===== config.mk =====
export PLATFORM = sky130hd
export DESIGN_NAME = fetch_queue
export DESIGN_NICKNAME = d
export VERILOG_FILES = /design/src/rtl/fetch_queue.sv
export SDC_FILE = /design/constraint.sdc
export NUM_CORES = 1
export LEC_CHECK = 0
export CORE_UTILIZATION = 60
export DETAILED_ROUTE_END_ITERATION = 16
export PLACE_DENSITY = 0.9
export SLEW_MARGIN = 10
export SYNTH_ARGS = -nofsm -noshare
export SYNTH_HDL_FRONTEND = slang
export SYNTH_SLANG_ARGS = --single-unit

===== constraint.sdc =====
create_clock -name clk -period 10.88 [get_ports clk]
set_input_delay 2.176 -clock clk [delete_from_list [all_inputs] [get_ports clk]]
set_output_delay 2.176 -clock clk [all_outputs]
set_load 0.005 [all_outputs]

===== src/rtl/fetch_queue.sv =====
// Instruction fetch stage: owns the PC, fetches over imem req/ack, buffers words in a prefetch FIFO.
// Latency: ack at edge N makes the word visible on validF/instrF from edge N when the FIFO was empty.
// Backpressure: stallF holds the head entry; new requests are issued only while count < DEPTH.
// Optional build macro FETCH_PERF_EN adds saturating stall/empty/redirect performance counters.
module fetch_queue #(
    parameter int               WIDTH    = 32,
    parameter int               DEPTH    = 4,
    parameter logic [WIDTH-1:0] RESET_PC = '0
) (
    input  logic             clk,
    input  logic             reset,
    input  logic             stallF,
    input  logic             redirect,
    input  logic [WIDTH-1:0] redirect_pc,
    output logic             imem_req,
    output logic [WIDTH-1:0] imem_addr,
    input  logic             imem_ack,
    input  logic [31:0]      imem_rdata,
    output logic             validF,
    output logic [31:0]      instrF,
    output logic [WIDTH-1:0] pcplus4F
`ifdef FETCH_PERF_EN
    ,
    output logic [31:0]      perf_stall_cnt,
    output logic [31:0]      perf_empty_cnt,
    output logic [31:0]      perf_redirect_cnt
`endif
);

    localparam int               PTR_W   = $clog2(DEPTH);
    localparam logic [PTR_W:0]   DEPTH_C = (PTR_W + 1)'(DEPTH);
    localparam logic [WIDTH-1:0] FOUR    = WIDTH'(4);

    // IDLE: no request outstanding. WAIT: live request. DISCARD: request
    // still outstanding on the bus but its data belongs to a flushed stream.
    typedef enum logic [1:0] {
        S_IDLE    = 2'd0,
        S_WAIT    = 2'd1,
        S_DISCARD = 2'd2
    } state_t;

    state_t             state_q, state_d;
    logic [WIDTH-1:0]   pc_q, pc_d;
    logic [WIDTH-1:0]   addr_q, addr_d;
    logic [PTR_W-1:0]   wr_ptr_q, wr_ptr_d;
    logic [PTR_W-1:0]   rd_ptr_q, rd_ptr_d;
    logic [PTR_W:0]     count_q, count_d;

    logic [31:0]        instr_mem [DEPTH];
    logic [WIDTH-1:0]   pc4_mem   [DEPTH];

    logic               issue;
    logic               push;
    logic               pop;
    logic [WIDTH-1:0]   redirect_aligned;
    logic [WIDTH-1:0]   addr_plus4;

    // Instruction words are always fetched on a word boundary.
    assign redirect_aligned = redirect_pc & ~WIDTH'(3);
    assign addr_plus4       = addr_q + FOUR;

    // Head of the FIFO drives decode; NOP and zero PC when empty.
    assign validF    = (count_q != '0);
    assign instrF    = validF ? instr_mem[rd_ptr_q] : 32'h0;
    assign pcplus4F  = validF ? pc4_mem[rd_ptr_q]   : '0;

    // Request is a pure function of registered state, so it never glitches.
    assign imem_req  = (state_q != S_IDLE);
    assign imem_addr = addr_q;

    // Redirect outranks consumption; stallF never blocks a flush.
    assign pop = validF && !stallF && !redirect;

    // Next-state logic for the fetch FSM; decides when to issue and push.
    always_comb begin
        state_d = state_q;
        issue   = 1'b0;
        push    = 1'b0;
        case (state_q)
            S_IDLE: begin
                // Issue only with a free slot so the ack always has room.
                if (!redirect && (count_q < DEPTH_C)) begin
                    state_d = S_WAIT;
                    issue   = 1'b1;
                end
            end
            S_WAIT: begin
                if (imem_ack) begin
                    state_d = S_IDLE;
                    push    = !redirect;
                end else if (redirect) begin
                    state_d = S_DISCARD;
                end
            end
            S_DISCARD: begin
                // The stale word arrives and is dropped; a further redirect
                // only changes the PC, the bus handshake still has to finish.
                if (imem_ack) begin
                    state_d = S_IDLE;
                end
            end
            default: begin
                state_d = S_IDLE;
            end
        endcase
    end

    // PC, request address, FIFO pointers and occupancy for the next edge.
    always_comb begin
        pc_d     = pc_q;
        addr_d   = addr_q;
        wr_ptr_d = wr_ptr_q;
        rd_ptr_d = rd_ptr_q;
        count_d  = count_q;

        if (issue) begin
            addr_d = pc_q;
        end

        if (redirect) begin
            pc_d     = redirect_aligned;
            wr_ptr_d = '0;
            rd_ptr_d = '0;
            count_d  = '0;
        end else begin
            if (push) begin
                pc_d     = addr_plus4;
                wr_ptr_d = wr_ptr_q + PTR_W'(1);
            end
            if (pop) begin
                rd_ptr_d = rd_ptr_q + PTR_W'(1);
            end
            case ({push, pop})
                2'b10:   count_d = count_q + (PTR_W + 1)'(1);
                2'b01:   count_d = count_q - (PTR_W + 1)'(1);
                default: count_d = count_q;
            endcase
        end
    end

    // Control state register with synchronous active-low reset.
    always_ff @(posedge clk) begin
        if (!reset) begin
            state_q  <= S_IDLE;
            pc_q     <= RESET_PC;
            addr_q   <= RESET_PC;
            wr_ptr_q <= '0;
            rd_ptr_q <= '0;
            count_q  <= '0;
        end else begin
            state_q  <= state_d;
            pc_q     <= pc_d;
            addr_q   <= addr_d;
            wr_ptr_q <= wr_ptr_d;
            rd_ptr_q <= rd_ptr_d;
            count_q  <= count_d;
        end
    end

    // FIFO storage; contents are qualified by count, so no reset is needed.
    always_ff @(posedge clk) begin
        if (push) begin
            instr_mem[wr_ptr_q] <= imem_rdata;
            pc4_mem[wr_ptr_q]   <= addr_plus4;
        end
    end

`ifdef FETCH_PERF_EN
    logic [31:0] perf_stall_cnt_q;
    logic [31:0] perf_empty_cnt_q;
    logic [31:0] perf_redirect_cnt_q;

    assign perf_stall_cnt    = perf_stall_cnt_q;
    assign perf_empty_cnt    = perf_empty_cnt_q;
    assign perf_redirect_cnt = perf_redirect_cnt_q;

    // Saturating event counters: decode stalls, empty cycles, redirects.
    always_ff @(posedge clk) begin
        if (!reset) begin
            perf_stall_cnt_q    <= '0;
            perf_empty_cnt_q    <= '0;
            perf_redirect_cnt_q <= '0;
        end else begin
            if (validF && stallF && (perf_stall_cnt_q != '1)) begin
                perf_stall_cnt_q <= perf_stall_cnt_q + 32'd1;
            end
            if (!validF && (perf_empty_cnt_q != '1)) begin
                perf_empty_cnt_q <= perf_empty_cnt_q + 32'd1;
            end
            if (redirect && (perf_redirect_cnt_q != '1)) begin
                perf_redirect_cnt_q <= perf_redirect_cnt_q + 32'd1;
            end
        end
    end
`endif

endmodule


Word-level counts from Yosys, hierarchy flattened
Memory sizes are Yosys's and may differ from the RTL's. A register that Yosys moved wholly into a read port is not among the register bits. Cells that the tools add are included.

Flip-flop bits (word level): 73. Memory bits (writable): 256. Bits of input ports: 69. Output and inout port bits: 98. Logic and storage cells: 55. Memories: 2.

Memories: instr_mem (words 4, width 32, read ports 1, clocked after Yosys merged registers in 1, wr ports 1, line 49) `logic [31:0] instr_mem [DEPTH];`; pc4_mem (words 4, width 32, read ports 1, clocked after Yosys merged registers in 1, wr ports 1, line 50) `logic [WIDTH-1:0] pc4_mem [DEPTH];`.

$add $sub $neg: 5. Magnitude comparators: 1. Eq/ne operators: 7. Mux-type cells: 20. Bitwise logic cells: 1. Reductions and logical operators: 12.

Operators by type and width (number): 2-to-1 mux 32 bit (4); adder 32 x 3 -> 32 bit, second input constant (1); 2-to-1 mux 2 bit (8); 2-to-1 mux 1 bit (6); case mux 2 bit (3 select lines) (1); case mux 3 bit (2 select lines) (1); nonzero test 2 bit (3); adder 2 x 1 -> 2 bit, second input constant (2); == test 2 x 1 -> 1 bit, second input constant (2); == test 2 bit, second input constant (2); != test 2 bit, second input constant (2); adder 3 x 1 -> 3 bit, second input constant (1); logical AND 1 bit (3); less-than comparator 3 bit, second input constant (1); != test 3 bit, second input constant (1); AND reduction 3 bit (1); nonzero test 3 bit (1); subtractor 3 x 1 -> 3 bit, second input constant (1); zero test 1 bit (2); zero test 2 bit (1); OR reduction 2 bit (1); inverter 1 bit (1).

Longest topological paths before layout
Depth in word-level cells: 5. Depth in mapped cells: 11. Mapped depth without buffers: 9.

Worst setup path before layout
No wires, ideal clock.

Path kind: input-to-reg. Start: input port redirect. End: memory instr_mem[0][0], enable pin. Setup time: 0.429 ns. Arrival time: 4.479 ns. Required time: 10.451 ns. Path slack: 5.972 ns. Stages: 4. Buffers on the path: 2. Cells stage by stage: clkbuf_1 -> nor3_1 -> clkbuf_1 -> and2_1.

Word-level cells in the longest chain between the ends: 5.

Ends and longest elaborated chain: from (decl) (line 13) `input logic redirect,`; zero test 1 bit (line 90) `push = !redirect;`; 2-to-1 mux 1 bit (line 88) `if (imem_ack) begin`; 2-to-1 mux 1 bit (line 79) `case (state_q)`; 2-to-1 mux 1 bit (line 162) `if (push) begin`; 2-to-1 mux 1 bit (not written as such) (line 163) `instr_mem[wr_ptr_q] <= imem_rdata;`; to (decl) (line 49).

No other way between the ends.

==> metrics.cfg <==
[yosys]
ys_warn_count=0
synth_common_cells=edfxtp_1, nand2_1, dfxtp_1, nor2b_1, mux4_2
synth.distinct_cells=45
yosys.area.top_type=edfxtp_1
ys_seq_elements=331
syn_area_per_cell_um2=15.2
yosysMostFrequentCell=edfxtp_1
synth_top_flop_cell=edfxtp_1
synth-edff-count=256
syn_nets=963
synth_area_leaders=edfxtp_1, dfxtp_1, mux4_2
synth_top_area_share_pct=57.1
synthArstFlopShare_pct=0
synth.cell_area_mm2=0.0135
synth_cells=887
ys_seq_area_share_pct=68.3

[setup_path]
required_ns=8.70
reg2reg_slack_ns=8.24
path_class=reg -> out
arrival_ns=3.24
crit_fanout=35
reg2reg_depth=10
endpoint=instrF[3]
end_kind=output port
reg2reg_from=state_q[0]
crit_path_start_kind=flop
rr_endpoint=count_q[2]

[clocking]
post_cts_resized=0
numCtsBuffers=35
cts_hold_buffers=0
cts.sinks=331
clk_pin_slew_ns=0.06
htree_num_levels=2
max-clock-path-buffers=3
cts_setup_buffers=0
root_buffer=clkbuf_16
clk_latency_ns=0.51
tritoncts=built

[power]
total_leakage_power_uw=0.00538
p_clk_share_pct=45.6
power_density_mw_per_mm2=166
p_comb_share_pct=3.9
p_switching_uw=531
internal-power_uw=2210
ir_drop_mv=0.126
sequentialPowerShare_pct=50.5
p_sw_share_pct=19.4
design_power_total_uw=2740

[route]
drt-pass1-iter-count=7
met1_length_mm=11.3
ant_nets=0
top_layer=met4
via_per_inst=5.88
drt_iter0_drc=544
wirelength_mm=28.0
wire_per_inst_um=20.8
vias=7915
wl_met2_mm=14.3
drcViolationCount=0
wl_met3_mm=2.03

[global_routing]
grt_pass1_wl_mm=42.9
antenna_found_initial=0
gr-total-overflow=0
grt_pass1_vias=7917
grt_max_degree=67
grt_use_total_pct=25.2

[sta]
finalCriticalPeriod_ns=5.41
skew_ns=0.0122
fin_setup_tns_ns=0
period_share_pct=49.8
worst_slew_pin_slew_ns=1.09
hold_viol=0
finalSetupViolations=0
fmax_ghz=0.185
rsz0062_at_grt=no
maxSlewHeadroom_pct=26.8
slew_violations=0

[floorplanning]
die_x_um=152
fp.dieH_um=152
fp.dieArea_mm2=0.0230
coreArea_mm2=0.0219
io_pins=167
start_util_pct=61.4
rows=54

[cells_and_area]
diodes=0
drive_gt1_share_pct=13.4
fin_nets=1119
area_growth_pct=22.9
postLayoutCellArea_mm2=0.0165

[placement]
dpl.hpwl_mm=16.2
placed_area_mm2=0.0153
portBuffers=164
gp_congestion=0.786

[min_path]
min_from=pc_q[4]
hold_class=reg -> reg

[outcome]
outcome=finished clean

[job]
drv_cap=0

[power by group through the flow]
stage                     registers, µW  clock network, µW  logic [µW]
after global placement             1410                  0         101
after CTS                          1380               1270         106
after global routing               1390               1310         115
final                              1380               1250         106
after floorplan                    1410                  0        49.8
after detailed placement           1410                  0         105
[how the worst min path moves through the flow]
stage / to / slack (ns) / cells after the start
floorplan: imem_addr[4] / 0.43 / 2
global placement: imem_addr[11] / 0.44 / 2
detailed placement: imem_addr[4] / 0.44 / 2
CTS: imem_addr[4] / 0.45 / 2
global route: imem_addr[4] / 0.47 / 2
finish: imem_addr[4] / 0.45 / 2
[sequential cells by signal (all words and copies together), names as in the netlist, named ones only]
register   flops
imem_addr     32
instr_mem    128
rd_ptr_q       2
count_q        3
state_q        2
wr_ptr_q       2
pc_q          32
pc4_mem      128
[final cells by class]
type	count	area, µm²
Clock inverter	16	243
Tap cell	280	350
Inverter	11	41.3
Sequential cell	331	9200
Fill cell	1322	5360
Timing Repair Buffer	173	1700
Clock buffer	44	982
Multi-Input combinational cell	491	4020
[cell families (layout without fill, tap and decap cells)]
| kind of cell | count (synthesis) | count (layout) | synth area share (%) |
|---|---|---|---|
| flops | 331 | 331 | 68.3 |
| simple gates | 295 | 295 | 11.2 |
| compound gates | 87 | 87 | 4.52 |
| mux | 70 | 70 | 11.2 |
| buf+inv | 65 | 244 | 1.99 |
| xor+xnor | 32 | 32 | 2.08 |
| fa+ha+maj | 7 | 7 | 0.707 |
[worst max-delay path, stage by stage, from the launching register on]
cell	delay [ns]
dfxtp_4	0.85
buf_4	0.63
mux4_2	0.59
nor2b_1	0.16
clkdlybuf4s50_1	0.47
[layer usage]
layer,GRT usage (%),up-vias
li1,-,3611
met1,33.5,3924
met2,42.6,331
met3,5.03,49
met4,6.78,0
met5,0,-
[metrics by stage]
stage	setup slack, ns	util [%]	cells	hold WS, ns
after global routing	5.24	75.5	1346	0.475
after CTS	5.36	75.5	1346	0.447
after detailed placement	5.92	69.9	1286	0.445
after floorplan	5.97	-	887	0.430
final	5.47	75.5	1346	0.445
after global placement	5.97	69.9	1286	0.437
[placed cells by master, fill, tap and decap left out, types with 4 or more instances in the layout]
cell type          n
edfxtp_1         256
clkdlybuf4s50_1  162
nand2_1          123
nor2b_1           74
dfxtp_1           73
mux4_2            64
clkbuf_16         37
nor2_1            29
a21boi_0          29
nand3_1           23
o21ai_0           21
xnor2_1           20
xor2_1            12
a22o_1            12
inv_1             11
buf_4              9
nand4_1            8
a221oi_1           8
a21oi_1            8
nor3_1             6
ha_1               6
bufinv_16          6
and3_1             5
mux2i_1            5
a21boi_1           5
and2_4             4
clkbuf_1           4
Power figures use the tool's default switching activity.
